[config.mk]
export PLATFORM = sky130hd
export DESIGN_NAME = mash_ncn_param_flat
export DESIGN_NICKNAME = d
export VERILOG_FILES = /design/src/rtl/mash_ncn_param_if.sv /design/src/rtl/mash_ncn_param.sv /design/src/flat_wrapper.sv
export SDC_FILE = /design/constraint.sdc
export NUM_CORES = 1
export LEC_CHECK = 0
export ABC_CLOCK_PERIOD_IN_PS = 8100
export CAP_MARGIN = 5
export CELL_PAD_IN_SITES_DETAIL_PLACEMENT = 1
export CELL_PAD_IN_SITES_GLOBAL_PLACEMENT = 1
export CORE_MARGIN = 4
export CORE_UTILIZATION = 45
export CTS_CLUSTER_DIAMETER = 50
export CTS_CLUSTER_SIZE = 30
export DETAILED_ROUTE_END_ITERATION = 8
export PLACE_DENSITY = 0.87
export SLEW_MARGIN = 15
export SYNTH_ARGS = -nofsm -noshare
export SYNTH_HDL_FRONTEND = slang
export SYNTH_HIERARCHICAL = 1
export SYNTH_SLANG_ARGS = --single-unit
export TNS_END_PERCENT = 10
[constraint.sdc]
create_clock -name i_clk -period 8.1 [get_ports i_clk]
set_input_delay 2.025 -clock i_clk [delete_from_list [all_inputs] [get_ports i_clk]]
set_output_delay 2.025 -clock i_clk [all_outputs]
set_load 0.01 [all_outputs]
[src/rtl/mash_ncn_param_if.sv]
// Sample-side bundle of the MASH noise-cancellation network: carry vector in,
// cancelled multi-level sample out.
interface mash_ncn_param_if #(
  parameter int P_ORDER = 3,
  parameter int P_OUT_W = 5
);
  logic                      i_en;
  logic [P_ORDER-1:0]        i_quantize;
  logic [2:0]                i_order_sel;
  logic signed [P_OUT_W-1:0] o_network;
  logic                      o_valid;
  logic                      o_primed;

  modport master (output i_en, i_quantize, i_order_sel,
                  input  o_network, o_valid, o_primed);
  modport slave  (input  i_en, i_quantize, i_order_sel,
                  output o_network, o_valid, o_primed);
endinterface

[src/rtl/mash_ncn_param.sv]
// Parametrised MASH noise-cancellation network: Horner-form cascade of
// delay + differentiator stages with runtime order select and prime tracking.

// One cascade stage k: a_k = q_k[n-tap] + a_{k+1}[n] - a_{k+1}[n-1].
module mash_ncn_stage #(
  parameter int HW = 2,
  parameter int W  = 4
) (
  input  logic         i_clk,
  input  logic         i_rst,
  input  logic         clr,
  input  logic         step,
  input  logic         active,
  input  logic         q,
  input  logic [2:0]   tap,
  input  logic [W-1:0] a_up,
  output logic [W-1:0] a
);
  logic [HW-1:0] hist;
  logic [W-1:0]  up_prev;
  logic [HW:0]   tv;
  logic          qd;

  always_comb begin
    tv = {hist, q};
    qd = 1'b0;
    for (int d = 0; d <= HW; d++)
      if (tap == 3'(d)) qd = tv[d];
    // Modular arithmetic: every partial sum fits W signed bits for legal orders.
    a = active ? (W'(qd) + a_up - up_prev) : '0;
  end

  always_ff @(posedge i_clk) begin
    if (i_rst || clr) begin
      hist    <= '0;
      up_prev <= '0;
    end else if (step && active) begin
      hist    <= tv[HW-1:0];
      up_prev <= a_up;
    end
  end
endmodule

module mash_ncn_param #(
  parameter int P_ORDER = 3,
  parameter int P_OUT_W = 5
) (
  input  logic            i_clk,
  input  logic            i_rst,
  mash_ncn_param_if.slave bus
);
  localparam int W  = P_ORDER + 1;
  localparam int HW = (P_ORDER > 1) ? P_ORDER - 1 : 1;

  if (P_ORDER < 1 || P_ORDER > 4) begin : g_bad_order
    $error("mash_ncn_param: P_ORDER must be 1..4");
  end
  if (P_OUT_W < P_ORDER + 1) begin : g_bad_width
    $error("mash_ncn_param: P_OUT_W must be >= P_ORDER+1");
  end

  logic [2:0]                  ord, req, pcnt, pcnt_n;
  logic                        chg, step;
  logic [P_ORDER:0][W-1:0]     a_v;
  logic [P_ORDER-1:0][2:0]     tap_v;
  logic [P_ORDER-1:0]          act_v;
  logic signed [P_OUT_W-1:0]   net_q;
  logic                        vld_q, prm_q;

  always_comb begin
    if (bus.i_order_sel == 3'd0)               req = 3'd1;
    else if (bus.i_order_sel > 3'(P_ORDER))    req = 3'(P_ORDER);
    else                                       req = bus.i_order_sel;
    chg    = (req != ord);
    step   = bus.i_en && !chg;
    pcnt_n = (pcnt == 3'd4) ? 3'd4 : pcnt + 3'd1;
    for (int g = 0; g < P_ORDER; g++) begin
      act_v[g] = (3'(g + 1) <= ord);
      tap_v[g] = ord - 3'(g + 1);
    end
  end

  assign a_v[P_ORDER] = '0;

  mash_ncn_stage #(.HW(HW), .W(W)) u_stage [P_ORDER-1:0] (
    .i_clk  (i_clk),
    .i_rst  (i_rst),
    .clr    (chg),
    .step   (step),
    .active (act_v),
    .q      (bus.i_quantize),
    .tap    (tap_v),
    .a_up   (a_v[P_ORDER:1]),
    .a      (a_v[P_ORDER-1:0])
  );

  always_ff @(posedge i_clk) begin
    if (i_rst) begin
      ord   <= 3'(P_ORDER);
      pcnt  <= '0;
      net_q <= '0;
      vld_q <= 1'b0;
      prm_q <= 1'b0;
    end else begin
      vld_q <= step;
      if (chg) begin
        // New order restarts the network; a same-cycle sample is dropped.
        ord   <= req;
        pcnt  <= '0;
        prm_q <= 1'b0;
      end else if (bus.i_en) begin
        pcnt  <= pcnt_n;
        prm_q <= (pcnt_n >= ord);
        net_q <= P_OUT_W'($signed(a_v[0]));
      end
    end
  end

  assign bus.o_network = net_q;
  assign bus.o_valid   = vld_q;
  assign bus.o_primed  = prm_q;
endmodule

[src/flat_wrapper.sv]
// flat-port wrapper written by rule: the top's interface ports become plain ports
module mash_ncn_param_flat 
#(
  parameter int P_ORDER = 3,
  parameter int P_OUT_W = 5
)
  (i_clk, i_rst, bus_i_en, bus_i_quantize, bus_i_order_sel, bus_o_network, bus_o_valid, bus_o_primed);
  mash_ncn_param_if #(.P_ORDER(P_ORDER), .P_OUT_W(P_OUT_W)) bus_i ();
  input  logic i_clk;
  input  logic i_rst;
  input wire logic [$bits(bus_i.i_en)-1:0] bus_i_en;
  input wire logic [$bits(bus_i.i_quantize)-1:0] bus_i_quantize;
  input wire logic [$bits(bus_i.i_order_sel)-1:0] bus_i_order_sel;
  output wire logic [$bits(bus_i.o_network)-1:0] bus_o_network;
  output wire logic [$bits(bus_i.o_valid)-1:0] bus_o_valid;
  output wire logic [$bits(bus_i.o_primed)-1:0] bus_o_primed;
  assign bus_i.i_en = bus_i_en;
  assign bus_i.i_quantize = bus_i_quantize;
  assign bus_i.i_order_sel = bus_i_order_sel;
  assign bus_o_network = bus_i.o_network;
  assign bus_o_valid = bus_i.o_valid;
  assign bus_o_primed = bus_i.o_primed;
  mash_ncn_param #(.P_ORDER(P_ORDER), .P_OUT_W(P_OUT_W)) u_core (.i_clk(i_clk), .i_rst(i_rst), .bus(bus_i));
endmodule
# Word level (Yosys, flattened, before mapping)
# Cells that the tools add are included.
[totals]
ff_bits = 26
in_bits = 9
elab_cells = 59
[classes]
addsub = 8
n_lt_le_gt_ge = 5
n_eq_ne = 8
muxes = 15
n_bitwise = 1
reduce_logical = 12
[ops]
columns = ["operator", "count"]
rows = [
  ["$logic_not A3 Y1", 4],
  ["$mux W1", 10],
  ["$eq A3 B1 Y1 const B", 3],
  ["$eq A3 B2 Y1 const B", 3],
  ["$mux W3", 3],
  ["$mux W4", 2],
  ["$le A2 B3 Y1 const A", 2],
  ["$sub A3 B2 Y3 const B", 2],
  ["$add A1 B4 Y4", 1],
  ["$logic_and A1 B1 Y1", 4],
  ["$sub A2 B4 Y4", 1],
  ["$sub A4 B4 Y4", 1],
  ["$add A3 B1 Y3 const B", 1],
  ["$eq A3 B3 Y1 const B", 1],
  ["$ge A3 B3 Y1", 1],
  ["$gt A3 B2 Y1 const B", 1],
  ["$le A1 B3 Y1 const A", 1],
  ["$ne A3 B3 Y1", 1],
  ["$sub A3 B1 Y3 const B", 1],
  ["$add A1 B1 Y2", 1],
  ["$reduce_and A2 Y1", 1],
  ["$reduce_or A2 Y1", 1],
  ["$logic_not A1 Y1", 1],
  ["$logic_or A1 B1 Y1", 1],
  ["$not A1 Y1", 1],
]

# Depth between registers and ports, before layout
[logic_depth]
depth_word = 12
mapped_depth = 22
depth_no_buf = 22

# Hierarchy
# Netlist, hierarchy kept.
[by_module_without_submodules]
columns = ["module", "n_inst", "cells_each", "area_each_um2", "seq_area_each_um2"]
rows = [
  ["mash_ncn_stage", 3, 54, 442.9, 120.1],
  ["mash_ncn_param", 1, 84, 789.5, 240.2],
]

# Least setup slack after synthesis
# OpenSTA, ideal clock, no wires.
[synth_timing]
path_kind = "in2reg"
from = "input bus_i_quantize[2]"
to = "register, netlist name u_core/bus.o_network[3]"
setup_ns = 0.072
arrival_ns = 5.160
required_time_ns = 8.028
path_slack_ns = 2.868
stages = 18
path_buffers = 0
cell_sequence = "mux2i_1 > o21ai_0 > nand2b_1 > ha_1 > inv_1 > fa_1 > and2_1 > ha_1 > fa_1 > xnor2_1 > nor2_1 > ha_1 > ha_1 > a21oi_1 > nand3_1 > a21oi_2 > nand2b_1 > mux2i_1"
[synth_lines]
columns = ["element", "line_no", "text"]
rows = [
  ["start: declaration", "flat_wrapper.sv:12", "input wire logic [$bits(bus_i.i_quantize)-1:0] bus_i_quantize;"],
]

==> summary.md <==
| Metric | Value |
|---|---|
| Outcome | `completed` |
| FP Rows | `24` |
| R2R depth | `19` |
| Ys Warns | `6` |
| I/O Buffers | `15` |
| Crit path depth | `19` |
| Start of the worst register-to-register path | `u_core/ord[0]$_SDFFE_PP1P_` |
| P per Cell Area | `roughly 180 nW/um^2` |
| # resized after CTS | `0` |
| Max Buffers Root-to-Sink | `2` |
| Fmax | `around 0.18 GHz` |
| VDD IR max | `between 0.00009 and 0.0001 V` |
| I/O pin cnt | `16` |
| CP endpoint kind | `flip-flop` |
| Worst-Margin Slew | `about 820 ps` |
| Total track usage | `17.5%` |
| #FFs+latches synth | `30` |
| Max cap viols | `0` |
| Top post-synthesis cells by area | `dfxtp_1 (28%), ha_1 (18%), a21oi_1 (5.7%), nand3_1 (5.7%), mux2i_1 (4.7%)` |
| Setup crit start | `bus_i_quantize[2]` |
| Core Util, Final | `a little over half` |
| Post-synth ARST share | `0%` |
| Post-CTS repair timing setup buffer count | `0` |
| Clk root buf | `clkbuf_8` |
| Total iterations of the first detailed-routing run | `4` |
| Reg area | `roughly 600 sq um` |
| Initial Util | `between 40% and 50%` |
| Routed len/inst | `approximately 15 um` |
| Synth Flop Type | `dfxtp_1` |
| Layout cells sized above 1 | `roughly 9.3%` |
| Capturing point of the worst reg2reg path | `u_core/bus.o_network[3]$_SDFFE_PP0P_` |
| Height of the die | `about 77 um` |
| H-tree levels | `2` |
| Fillers | `approximately 540` |
| GRT overflow | `0` |
| Fin Hold WS | `around 460 ps` |
| Slowest cell on crit path | `clkdlybuf4s50_1` |
| WP data arrival | `5930 ps` |
| Post-synth cell types | `36` |
| Hold Path Stages | `2` |
| Pleak | `1.03 nW` |
| HP Start | `u_core/u_stage[0]/up_prev[1]$_SDFFE_PP0P_` |
| Vias per inst | `about 5.3` |
| Post-Route WL | `4770 um` |
| Synth area leader | `dfxtp_1` |
| R2r setup slk | `between 3000 and 4000 ps` |
| Overall Power | `about 0.00043 W` |
| WS Path Type | `primary input to flip-flop` |
| Period minus WS final | `5710 ps` |
| Number of global-route vias before repair | `~1900` |
| CTS clk-pin slew, worst paths | `~70 ps` |
| Setup TNS | `0 ps` |
| Core area | `4440 sq um` |
| Total Nets Final | `between 300 and 400` |
| Crit path launch type | `primary input` |
| Clk_skew | `about 6.6 ps` |
| Commonest cells after routing, fill and taps aside | `ha_1 (30), dfxtp_1 (30), nand2_1 (25)` |
| Slew Limit Fails | `0` |
| Layout area overhead | `15.3%` |
| CTS tree | `built` |
| Fin area | `~2400 sq um` |
| Number of flops mapped to enable cells by yosys | `0` |
| Final ANT Viol Nets | `0` |
| Detail Placement HPWL | `approximately 3300 um` |
| DIE AREA | `5870 sq um` |
| Synth Instances | `approximately 250` |
| First-pass GRT wire length | `8390 um` |
| Initial antenna violation count | `0` |
| Relative slew margins | `between 40 and 50%` |
| Crit-path max FO | `3` |
| Share of the synthesized area in the top cell type | `between 20% and 30%` |
| Critical Path RT | `8320 ps` |
| Placer's final routability congestion estimate | `approximately 0.73` |
| CTS hold repair buffers | `0` |
| Via count | `between 1500 and 2000` |
| Dpl cell area | `about 2300 sq um` |
| # diodes | `0` |
| Top delay family on crit path | `adder cells` |
| Fin crit share | `70.5%` |
| Hold Path Sink | `u_core/u_stage[0]/up_prev[1]$_SDFFE_PP0P_` |
| Worst-Skew Late Latency | `290 ps` |
| CTS Buf Count | `5` |
| Mapped cell area | `around 2100 sq um` |
| Mean post-synth cell area | `between 8 and 9 sq um` |
| Starting DRC count in detailed routing | `50` |
| Clock Sinks | `30` |
| Final hold vios | `0` |
| Worst-path cell chain | `clkdlybuf4s50_1, mux2i_1, o21ai_0, nand2b_1, ha_1, inv_1, fa_1, and2_1, ha_1, fa_1, xnor2_1, nor2_1, ha_1, ha_1, a21oi_1, nand3_1, a21oi_2, nand2b_1, mux2i_1` |
| Worst hold path class | `flip-flop to flip-flop` |
| Crit path buf inv count | `2` |
| Multi-input gate area | `approximately 1400 sq um` |
| Largest net degree at the start of global routing | `26` |
| Residual DRC | `0` |
| Final setup viols | `0` |
| Die width | `approximately 77 um` |
| Crit path top cell by count | `ha_1` |
| RSZ-0062 raised after global routing | `no` |
| Slowest cell delay on critical path | `between 400 and 500 ps` |
| Register area share after synthesis | `between 20% and 30%` |
==> worst max-delay path by stage <==
stage / endpoint / slack [ps]
2_1_floorplan: u_core/bus.o_network[3]$_SDFFE_PP0P_ / 2870
3_3_place_gp: u_core/bus.o_network[3]$_SDFFE_PP0P_ / 2220
3_5_place_dp: u_core/bus.o_network[3]$_SDFFE_PP0P_ / 2120
4_1_cts: u_core/bus.o_network[3]$_SDFFE_PP0P_ / 2360
5_1_grt: u_core/bus.o_network[3]$_SDFFE_PP0P_ / 2210
6_report: u_core/bus.o_network[3]$_SDFFE_PP0P_ / 2390
==> stage by stage <==
step | cells | worst slack (ps)
global placement | 313 | 2220
detailed placement | 313 | 2120
global route | 321 | 2210
CTS | 321 | 2360
finish | 321 | 2390
floorplan | 254 | 2870
==> cells by family (layout without fill, tap and decap cells) <==
logic type                 after synthesis  in the layout  synth area share, %
AOI/OAI and AO/OA                       41             41                 12.5
xor gates and xnor gates                 7              7                 4.84
adders and majority gates               33             33                 20.6
buffers and inverters                   35             50                 6.56
DFF                                     30             30                 28.4
muxes                                   10             10                 4.73
other                                    1              9                0.177
and+or+nand+nor                         89             89                 22.3
==> power by group <==
part	leakage (nW)	total, W	internal, W	switching [W]
logic	0.728	0.000126	0.0000626	0.0000630
registers	0.243	0.000155	0.000151	0.00000345
clock network	0.0579	0.000152	0.0000905	0.0000617
total	1.03	0.000433	0.000305	0.000128
==> cell usage after synthesis, types with 5 or more instances <==
master,n
nor2_1,8
nand3_1,24
mux2i_1,10
clkbuf_1,5
ha_1,30
nand2b_1,12
nand2_1,25
dfxtp_1,30
a21oi_1,24
inv_1,24
and2_1,7
==> sequential cells by signal, summed over array words and instances, names as in the netlist <==
signal,cells
u_core/u_stage/up_prev,12
u_core/u_stage/hist,6
u_core/bus.o_network,4
u_core/ord,3
u_core/pcnt,3
u_core/bus.o_primed,1
u_core/bus.o_valid,1
==> per-layer routing <==
layer  routed length (um)  track usage (%)  vias to the layer above  part of all wire [%]
li1                     -                -                      856                     -
met1                 2220             21.6                      826                    47
met2                 2400             30.0                       21                    50
met3                  107             4.02                        6                   2.2
met4                   48             5.80                        0                   1.0
met5                    0                0                        -                     0
==> tightest hold or removal path, cell delays in order, from the launching register on <==
cell	delay, ps
dfxtp_1	310
nand2_1	50
a21oi_1	50
==> cell type report <==
cell class              count  area share (%)
multi-input cells         189            57.7
flip-flops and latches     30            24.6
repair buffers             17            6.76
inverters                  25            3.84
clock buffers               5            2.82
well taps                  52            2.66
clock inverters             3            1.64
(Power assumes the default switching activity.)
